<file path="src/rtl/ifid_skid_stage_if.sv">
// Handshake/payload bundle between fetch, the IF/ID skid stage and decode.
// The stage side uses the slave modport; the driving environment uses master.
interface ifid_skid_stage_if #(
    parameter int unsigned WIDTH = 64,
    parameter int unsigned CNT_W = 8
);
    logic             valid_i;
    logic [WIDTH-1:0] data_i;
    logic             ready_o;
    logic             valid_o;
    logic [WIDTH-1:0] data_o;
    logic             ready_i;
    logic             stall_i;
    logic             flush_i;
    logic [CNT_W-1:0] drop_cnt_o;

    modport slave (
        input  valid_i, data_i, ready_i, stall_i, flush_i,
        output ready_o, valid_o, data_o, drop_cnt_o
    );

    modport master (
        output valid_i, data_i, ready_i, stall_i, flush_i,
        input  ready_o, valid_o, data_o, drop_cnt_o
    );
endinterface

</file>
<file path="src/rtl/ifid_skid_stage.sv">
// Two-entry skid-buffered IF/ID stage: registered ready, hazard stall,
// flush with saturating discard counter.
module ifid_skid_stage #(
    parameter int unsigned WIDTH          = 64,
    parameter int unsigned CNT_W          = 8,
    parameter bit          CLEAR_ON_FLUSH = 1'b1
) (
    input logic              clk_i,
    input logic              rst_i,
    ifid_skid_stage_if.slave bus
);
    localparam int unsigned SUM_W = CNT_W + 2;
    localparam logic [SUM_W-1:0] CNT_MAX = {2'b00, {CNT_W{1'b1}}};

    // Encoding bit0 = main valid, bit1 = skid valid; 2'b10 is unreachable.
    typedef enum logic [1:0] {
        S_EMPTY = 2'b00,
        S_MAIN  = 2'b01,
        S_FULL  = 2'b11
    } occ_e;

    occ_e             state_q, state_d;
    logic [WIDTH-1:0] main_q, main_d;
    logic [WIDTH-1:0] skid_q, skid_d;
    logic             ready_q, ready_d;
    logic [CNT_W-1:0] cnt_q, cnt_d;

    logic             take_c;
    logic             acc_c;
    logic [1:0]       held_c;
    logic [SUM_W-1:0] cnt_sum_c;

    assign take_c    = state_q[0] & bus.ready_i & ~bus.stall_i;
    assign acc_c     = bus.valid_i & ready_q & ~bus.flush_i;
    assign held_c    = {1'b0, state_q[0]} + {1'b0, state_q[1]};
    assign cnt_sum_c = {2'b00, cnt_q} + SUM_W'(held_c);

    // Next-state: flush overrides stall, take and accept.
    always_comb begin
        state_d = state_q;
        main_d  = main_q;
        skid_d  = skid_q;
        cnt_d   = cnt_q;

        if (bus.flush_i) begin
            state_d = S_EMPTY;
            if (CLEAR_ON_FLUSH) begin
                main_d = '0;
                skid_d = '0;
            end
            cnt_d = (cnt_sum_c > CNT_MAX) ? CNT_MAX[CNT_W-1:0] : cnt_sum_c[CNT_W-1:0];
        end else begin
            unique case (state_q)
                S_EMPTY: begin
                    if (acc_c) begin
                        main_d  = bus.data_i;
                        state_d = S_MAIN;
                    end
                end
                S_MAIN: begin
                    if (take_c) begin
                        if (acc_c) begin
                            main_d = bus.data_i;
                        end else begin
                            state_d = S_EMPTY;
                        end
                    end else if (acc_c) begin
                        skid_d  = bus.data_i;
                        state_d = S_FULL;
                    end
                end
                S_FULL: begin
                    // ready_q is low here, so nothing can be accepted alongside the drain.
                    if (take_c) begin
                        main_d  = skid_q;
                        state_d = S_MAIN;
                    end
                end
                default: state_d = S_EMPTY;
            endcase
        end

        ready_d = (state_d != S_FULL);
    end

    always_ff @(posedge clk_i or posedge rst_i) begin
        if (rst_i) begin
            state_q <= S_EMPTY;
            main_q  <= '0;
            skid_q  <= '0;
            ready_q <= 1'b1;
            cnt_q   <= '0;
        end else begin
            state_q <= state_d;
            main_q  <= main_d;
            skid_q  <= skid_d;
            ready_q <= ready_d;
            cnt_q   <= cnt_d;
        end
    end

    assign bus.valid_o    = state_q[0];
    assign bus.data_o     = main_q;
    assign bus.ready_o    = ready_q;
    assign bus.drop_cnt_o = cnt_q;

    // The separately registered ready must always mirror skid occupancy.
    ready_tracks_skid: assert property (@(posedge clk_i) disable iff (rst_i)
        ready_q == (state_q != S_FULL));

endmodule

</file>
<file path="src/flat_wrapper.sv">
// flat-port wrapper written by rule: the top's interface ports become plain ports
module ifid_skid_stage_flat 
#(
    parameter int unsigned WIDTH          = 64,
    parameter int unsigned CNT_W          = 8,
    parameter bit          CLEAR_ON_FLUSH = 1'b1
)
  (clk_i, rst_i, bus_valid_i, bus_data_i, bus_ready_i, bus_stall_i, bus_flush_i, bus_ready_o, bus_valid_o, bus_data_o, bus_drop_cnt_o);
  ifid_skid_stage_if #(.WIDTH(WIDTH), .CNT_W(CNT_W)) bus_i ();
  input logic clk_i;
  input logic rst_i;
  input wire logic [$bits(bus_i.valid_i)-1:0] bus_valid_i;
  input wire logic [$bits(bus_i.data_i)-1:0] bus_data_i;
  input wire logic [$bits(bus_i.ready_i)-1:0] bus_ready_i;
  input wire logic [$bits(bus_i.stall_i)-1:0] bus_stall_i;
  input wire logic [$bits(bus_i.flush_i)-1:0] bus_flush_i;
  output wire logic [$bits(bus_i.ready_o)-1:0] bus_ready_o;
  output wire logic [$bits(bus_i.valid_o)-1:0] bus_valid_o;
  output wire logic [$bits(bus_i.data_o)-1:0] bus_data_o;
  output wire logic [$bits(bus_i.drop_cnt_o)-1:0] bus_drop_cnt_o;
  assign bus_i.valid_i = bus_valid_i;
  assign bus_i.data_i = bus_data_i;
  assign bus_i.ready_i = bus_ready_i;
  assign bus_i.stall_i = bus_stall_i;
  assign bus_i.flush_i = bus_flush_i;
  assign bus_ready_o = bus_i.ready_o;
  assign bus_valid_o = bus_i.valid_o;
  assign bus_data_o = bus_i.data_o;
  assign bus_drop_cnt_o = bus_i.drop_cnt_o;
  ifid_skid_stage #(.WIDTH(WIDTH), .CNT_W(CNT_W), .CLEAR_ON_FLUSH(CLEAR_ON_FLUSH)) u_core (.clk_i(clk_i), .rst_i(rst_i), .bus(bus_i));
endmodule
</file>
<file path="config.mk">
export PLATFORM = sky130hd
export DESIGN_NAME = ifid_skid_stage_flat
export DESIGN_NICKNAME = d
export VERILOG_FILES = /design/src/rtl/ifid_skid_stage_if.sv /design/src/rtl/ifid_skid_stage.sv /design/src/flat_wrapper.sv
export SDC_FILE = /design/constraint.sdc
export NUM_CORES = 1
export LEC_CHECK = 0
export ABC_AREA = 1
export CORE_ASPECT_RATIO = 0.8
export CORE_MARGIN = 2
export CORE_UTILIZATION = 56
export CTS_CLUSTER_SIZE = 16
export DETAILED_ROUTE_END_ITERATION = 8
export PLACE_DENSITY = 0.86
export SLEW_MARGIN = 20
export SYNTH_ARGS = -nofsm -noshare
export SYNTH_HDL_FRONTEND = slang
export SYNTH_SLANG_ARGS = --single-unit
export TNS_END_PERCENT = 30
</file>
<file path="constraint.sdc">
create_clock -name clk_i -period 8.15 [get_ports clk_i]
set_input_delay 2.0375 -clock clk_i [delete_from_list [all_inputs] [get_ports clk_i]]
set_output_delay 2.0375 -clock clk_i [all_outputs]
set_load 0.05 [all_outputs]
</file>
==> results.md, run 1 <==
- Main synth FF type: dfrtp_1
- CTS tree: built
- Sequential power share: 39.3%
- Post-CTS Hold Buffers: 0
- Final Net Count: 1010
- Largest net degree at the start of global routing: 114
- Crit path kind: in -> reg
- Gate Count Post-Synth: 831
- Total CTS buffers: 17
- Clock power share: 37.7%
- Area Overhead vs Synth: 26.85%
- Vias post-DR: 6169
- Number of flops mapped to enable cells by yosys: 0
- Clk_lat worst skew: 0.41 ns
- Unique masters post-synth: 25
- Setup crit end kind: register
- Status: complete, no violations
- DR iter-0 viols: 670
- Filler cell count: 906
- Switch share: 31.97%
- DP Wirelength: 10.22 mm
- Yosys reg bits: 139
- Gate power share: 23.0%
- RSZ-0062 raised after global routing: no
- First-pass GRT wire length: 28.69 mm
- DR WL/cell: 15.80 um
- Minimum clock period: 4.403 ns
- Crit start category: input port
- Share of cells above drive strength 1: 11.22%
- Initial antenna violation count: 0
- Hold WS: 0.5084 ns
- Top-level I/O count: 144
- Final instance area: 0.008945 sq mm
- Die H: 104.4 um
- GP Congestion: 0.8528
- Sum of negative setup slack: 0 ns
- CTS Sinks: 139
- GRT Overall Usage: 26.72%
- Starting Density: 57.56%
- DR pass1 iterations: 7
- Max H-tree Level: 4
- Post-CTS sizing: 0
- Worst Path Arrival: 4.70 ns
- Max Freq: 227.1 MHz
- PortBufs: 143
- Leakage: 4.198 nW
- Drt drc: 0
- Ys async rst share: 100.0%
- # setup viols final: 0
- Grt ovf: 0
- Worst Tran Pin Value: 1.091 ns
- Yosys warns: 0
- Core Region: 0.01225 sq mm
- Vias in the first global route: 5860
- Die outline width: 129.5 um
- PwrDens: 230.3 mW/mm^2
- Post-Syn Area: 0.007052 sq mm
- Clock tree buffer depth: 2
- Final worst-path cycle share: 54.03%
- Fin. max-slew vios: 0
- Antenna Nets Post-Route: 0
- P_int: 1.402 mW
- Post-CTS Setup Bufs: 0
- WL final: 17.63 mm
- Syn_area_per_cell: 8.486 sq um
- Setup Skew: 0.005871 ns
- Row count: 36
- Root Buffer: clkbuf_16
- Net Count, Synth: 908
- Crit path required time: 8.44 ns
- Vias per cell: 5.528
- Die area: 0.01351 sq mm
- Max-cap violation count: 0
- Tightest Hold Check Type: reg -> reg
- Rel. slew slack: 27.24%
- Ant. Diodes: 0
- Reg clk slew, reported paths: 0.06 ns
- VDD IR max: 0.0002062 V
- Crit path max fanout: 65
- Net switching power: 658.6 uW
- Sequential-to-total area share from yosys stat: 49.34%
- Final Hold Viols: 0
- Area post-placement: 0.008354 sq mm
-- registers in the layout (all words and copies together) (netlist names) --
register / flops
u_core.bus.drop_cnt_o: 8
u_core.bus.data_o: 64
u_core.state_q: 2
u_core.skid_q: 64
u_core.bus.ready_o: 1
-- power by group through the flow --
| stage | combinational [mW] | sequential, mW | clock (mW) |
|---|---|---|---|
| floorplan | 0.174 | 0.960 | 0 |
| global placement | 0.462 | 0.819 | 0 |
| detailed placement | 0.470 | 0.820 | 0 |
| CTS | 0.475 | 0.810 | 0.783 |
| global route | 0.506 | 0.818 | 0.811 |
| finish | 0.474 | 0.810 | 0.776 |
-- routing by layer --
metal  share of wire [%]  global-route usage [%]
met2                  48                   40.26
met4                 1.8                   10.37
met3                 6.6                   5.864
met1                  44                   37.87
met5                   0                       0
-- cell families after synthesis --
logic type                 share of synthesized area [%]
adders and majority gates                          1.348
and+or+nand+nor                                    30.54
DFF                                                49.34
AOI/OAI and AO/OA                                  10.10
xor gates and xnor gates                          0.1242
buffers and inverters                              8.552
-- metrics by stage --
step                      util [%]  total power, mW  std cells  setup WS, ns
after floorplan                  -            1.134        831         2.390
after global placement       68.19            1.281       1085         3.443
after detailed placement     68.19            1.291       1085         3.395
after CTS                    73.01            2.068       1116         3.781
after global routing         73.01            2.135       1116         3.636
final                        73.01            2.060       1116         3.747
-- path summary, 6_finish.rpt --
path / from / endpoint / slack [ns] / depth (start not counted)
max in group asynchronous: rst_i / u_core.skid_q[60]$_DFFE_PP0P_ / 4.79 / 3
min in group asynchronous: rst_i / u_core.skid_q[21]$_DFFE_PP0P_ / 2.16 / 2
min reg2reg: u_core.skid_q[19]$_DFFE_PP0P_ / u_core.skid_q[19]$_DFFE_PP0P_ / 0.51 / 2
max reg2reg: u_core.state_q[0]$_DFF_PP0_ / u_core.bus.data_o[31]$_DFFE_PP0P_ / 4.23 / 7
max: bus_ready_i / u_core.bus.data_o[31]$_DFFE_PP0P_ / 3.75 / 8
min: u_core.skid_q[19]$_DFFE_PP0P_ / u_core.skid_q[19]$_DFFE_PP0P_ / 0.51 / 2
-- layout by cell type, fill, tap and decap left out, types with 30 or more instances in the layout --
cell type and n:
inv_1 50, dfrtp_1 138, nand3_1 102, a21oi_1 30, o21ai_0 42, nor2_1 71
nand3_2 60, o21ai_1 34, clkdlybuf4s50_1 142, nand2_1 201
-- layout make-up --
class	instances	area (sq um)	share of cell area (%)
Sequential cell	139	3480	38.90
Multi-Input combinational cell	574	2989	33.42
Timing Repair Buffer	147	1456	16.28
Clock buffer	18	439.2	4.910
Inverter	54	215.2	2.406
Tap cell	171	214.0	2.392
Clock inverter	13	151.4	1.693
-- synth_stat cells, types with 2 or more instances --
| library cell | n | area (sq um) |
|---|---|---|
| ha_1 | 6 | 75.07 |
| buf_2 | 27 | 135.1 |
| nor2_1 | 71 | 266.5 |
| buf_4 | 11 | 82.58 |
| buf_6 | 2 | 22.52 |
| buf_1 | 3 | 11.26 |
| nand2_1 | 202 | 758.2 |
| buf_8 | 6 | 90.09 |
| nand3_1 | 102 | 510.5 |
| inv_2 | 2 | 7.510 |
| nand3_2 | 60 | 600.6 |
| a211oi_1 | 22 | 165.2 |
| o21ai_0 | 42 | 210.2 |
| inv_1 | 51 | 191.4 |
| clkbuf_1 | 15 | 56.30 |
| a21oi_1 | 30 | 150.1 |
| o21ai_1 | 34 | 170.2 |
| dfrtp_1 | 138 | 3453 |
-- critical path, cell delays in order --
cell             delay, ns
clkdlybuf4s50_1       0.43
nand2_1               0.07
nor2_1                0.08
o21ai_4               0.14
buf_4                 0.83
nand2_4               0.69
nand2_1               0.27
nand2_1               0.08
No activity file was read; power rests on OpenSTA's default activity.
==> inputs of run 2 (changes only) <==
--- a/config.mk
+++ b/config.mk
@@ -8,10 +8,10 @@
 export ABC_AREA = 1
 export CORE_ASPECT_RATIO = 0.8
 export CORE_MARGIN = 2
-export CORE_UTILIZATION = 56
+export CORE_UTILIZATION = 52
 export CTS_CLUSTER_SIZE = 16
 export DETAILED_ROUTE_END_ITERATION = 8
-export PLACE_DENSITY = 0.86
+export PLACE_DENSITY = 0.81
 export SLEW_MARGIN = 20
 export SYNTH_ARGS = -nofsm -noshare
 export SYNTH_HDL_FRONTEND = slang
==> constraint.sdc (replaced) <==
create_clock -name clk_i -period 4.5 [get_ports clk_i]
set_input_delay 1.125 -clock clk_i [delete_from_list [all_inputs] [get_ports clk_i]]
set_output_delay 1.125 -clock clk_i [all_outputs]
set_load 0.05 [all_outputs]
==> results.md, run 2 (same netlist as run 1, synthesis figures left out) <==
- Drt drc: 0
- CP max-delay cell: nand2_4
- Worst path cell trace: clkdlybuf4s50_1, nand2_1, nor2_1, nand2_2, nand2_4, nand3_1, o21ai_1
- Crit path required time: 4.82 ns
- Post-CTS Setup Bufs: 0
- Root Buffer: clkbuf_16
- Clock tree buffer depth: 2
- Leakage: 4.206 nW
- Filler cell count: 1121
- Status: complete, no violations
- Sequential power share: 39.5%
- Final Net Count: 1013
- Reg clk slew, reported paths: 0.06 ns
- GP Congestion: 0.8520
- Final Hold Viols: 0
- Switch share: 32.72%
- Crit path kind: in -> reg
- Largest net degree at the start of global routing: 102
- Grt ovf: 0
- Die area: 0.01451 sq mm
- Commonest cells after routing, fill and taps aside: nand2_1 (201), clkdlybuf4s50_1 (142), dfrtp_1 (138)
- Setup Skew: 0.006647 ns
- Gate power share: 23.0%
- WL final: 17.05 mm
- CTS Sinks: 139
- Total CTS buffers: 17
- Max H-tree Level: 4
- Crit start category: input port
- Fin. max-slew vios: 0
- Final Power: 3.707 mW
- Area Overhead vs Synth: 27.56%
- Sum of negative setup slack: 0 ns
- RSZ-0062 raised after global routing: no
- GR Util met3: 5.767%
- DR WL/cell: 15.10 um
- Max Freq: 318.0 MHz
- Top-level I/O count: 144
- Minimum clock period: 3.145 ns
- P_int: 2.494 mW
- # setup viols final: 0
- PwrDens: 412.1 mW/mm^2
- Core Region: 0.01341 sq mm
- DR pass1 iterations: 5
- GRT Overall Usage: 24.72%
- Vias per cell: 5.322
- Crit path max fanout: 101
- Post-CTS Hold Buffers: 0
- Met2 Resource Use GR: 38.48%
- Share of cells above drive strength 1: 11.59%
- Starting Density: 52.59%
- Pre-CTS setup slack: 0.9958 ns
- Setup crit end kind: register
- Vias in the first global route: 5730
- Max-cap violation count: 0
- Worst Tran Pin Value: 1.078 ns
- Most Crowded Layer GR: met2
- Most common cell after layout, fill and taps aside: nand2_1
- VDD IR max: 0.0003578 V
- Antenna Nets Post-Route: 0
- CTS tree: built
- DP Wirelength: 10.16 mm
- Post-CTS sizing: 0
- Initial antenna violation count: 0
- Clk_lat worst skew: 0.42 ns
- Rel. slew slack: 28.17%
- Max incr delay on CP: 0.92 ns
- Ant. Diodes: 0
- Tightest Hold Check Type: reg -> reg
- PortBufs: 143
- M1 GR Usage: 34.50%
- Clock power share: 37.4%
- Worst Path Arrival: 3.46 ns
- Setup WS post-layout: 1.355 ns
- First-pass GRT wire length: 28.41 mm
- Vias post-DR: 6008
- DR iter-0 viols: 553
- Die outline width: 134.2 um
- Row count: 38
- Final worst-path cycle share: 69.88%
- Net switching power: 1.213 mW
- Die H: 108.2 um
[run 2: cell types whose count changed in the layout (fill, tap and decap cells not counted), sizes merged]
cell	previous run	this run
clkinv	7	4
inv	54	56
clkinvlp	3	6
buf	5	8
bufinv	3	2
[run 2: area by class of cell]
cell class / instances / area [sq um] / share of cell area, %
clock buffers: 18 / 439.2 / 4.882
clock inverters: 14 / 143.9 / 1.600
inverters: 54 / 214.0 / 2.379
multi-input cells: 574 / 2989 / 33.23
flip-flops and latches: 139 / 3480 / 38.68
well taps: 180 / 225.2 / 2.504
repair buffers: 150 / 1504 / 16.72
[run 2: power by group through the flow]
| stage | Clock (mW) | Sequential, mW | Combinational, mW |
|---|---|---|---|
| 2_1_floorplan | 0 | 1.74 | 0.316 |
| 3_3_place_gp | 0 | 1.48 | 0.842 |
| 3_5_place_dp | 0 | 1.49 | 0.855 |
| 4_1_cts | 1.40 | 1.47 | 0.859 |
| 5_1_grt | 1.47 | 1.48 | 0.923 |
| 6_report | 1.39 | 1.47 | 0.854 |
[run 2: routing by layer]
metal,share of wire [%],up-vias,routed length (um)
li1,-,2940,-
met1,46,2837,7803
met2,46,209,7845
met3,6.6,22,1117
met4,1.7,0,286
met5,0,-,0
[run 2: metrics by stage]
| stage | cell area [sq um] | util (%) | hold WS [ns] | std cells |
|---|---|---|---|---|
| floorplan | 7056 | - | 0.4788 | 831 |
| global placement | 8412 | 62.74 | 0.4933 | 1097 |
| detailed placement | 8412 | 62.74 | 0.4949 | 1097 |
| CTS | 8995 | 67.09 | 0.5135 | 1129 |
| global route | 8995 | 67.09 | 0.5273 | 1129 |
| finish | 8995 | 67.09 | 0.5056 | 1129 |
[run 2: worst paths after layout]
path / start / endpoint / slack, ns / cells after the start
max: bus_valid_i / u_core.skid_q[56]$_DFFE_PP0P_ / 1.36 / 7
min reg2reg: u_core.skid_q[2]$_DFFE_PP0P_ / u_core.skid_q[2]$_DFFE_PP0P_ / 0.51 / 2
max reg2reg: u_core.state_q[1]$_DFF_PP0_ / u_core.skid_q[56]$_DFFE_PP0P_ / 1.67 / 8
min in group asynchronous: rst_i / u_core.bus.data_o[19]$_DFFE_PP0P_ / 1.16 / 2
min: u_core.skid_q[2]$_DFFE_PP0P_ / u_core.skid_q[2]$_DFFE_PP0P_ / 0.51 / 2
max in group asynchronous: rst_i / u_core.bus.data_o[53]$_DFFE_PP0P_ / 2.41 / 3
[run 2: critical path, delay by kind of cell]
| family | cells | cell delay [ns] |
|---|---|---|
| buffers and inverters | 1 | 0.45 |
| and+or+nand+nor | 5 | 1.67 |
| AOI/OAI and AO/OA | 1 | 0.16 |
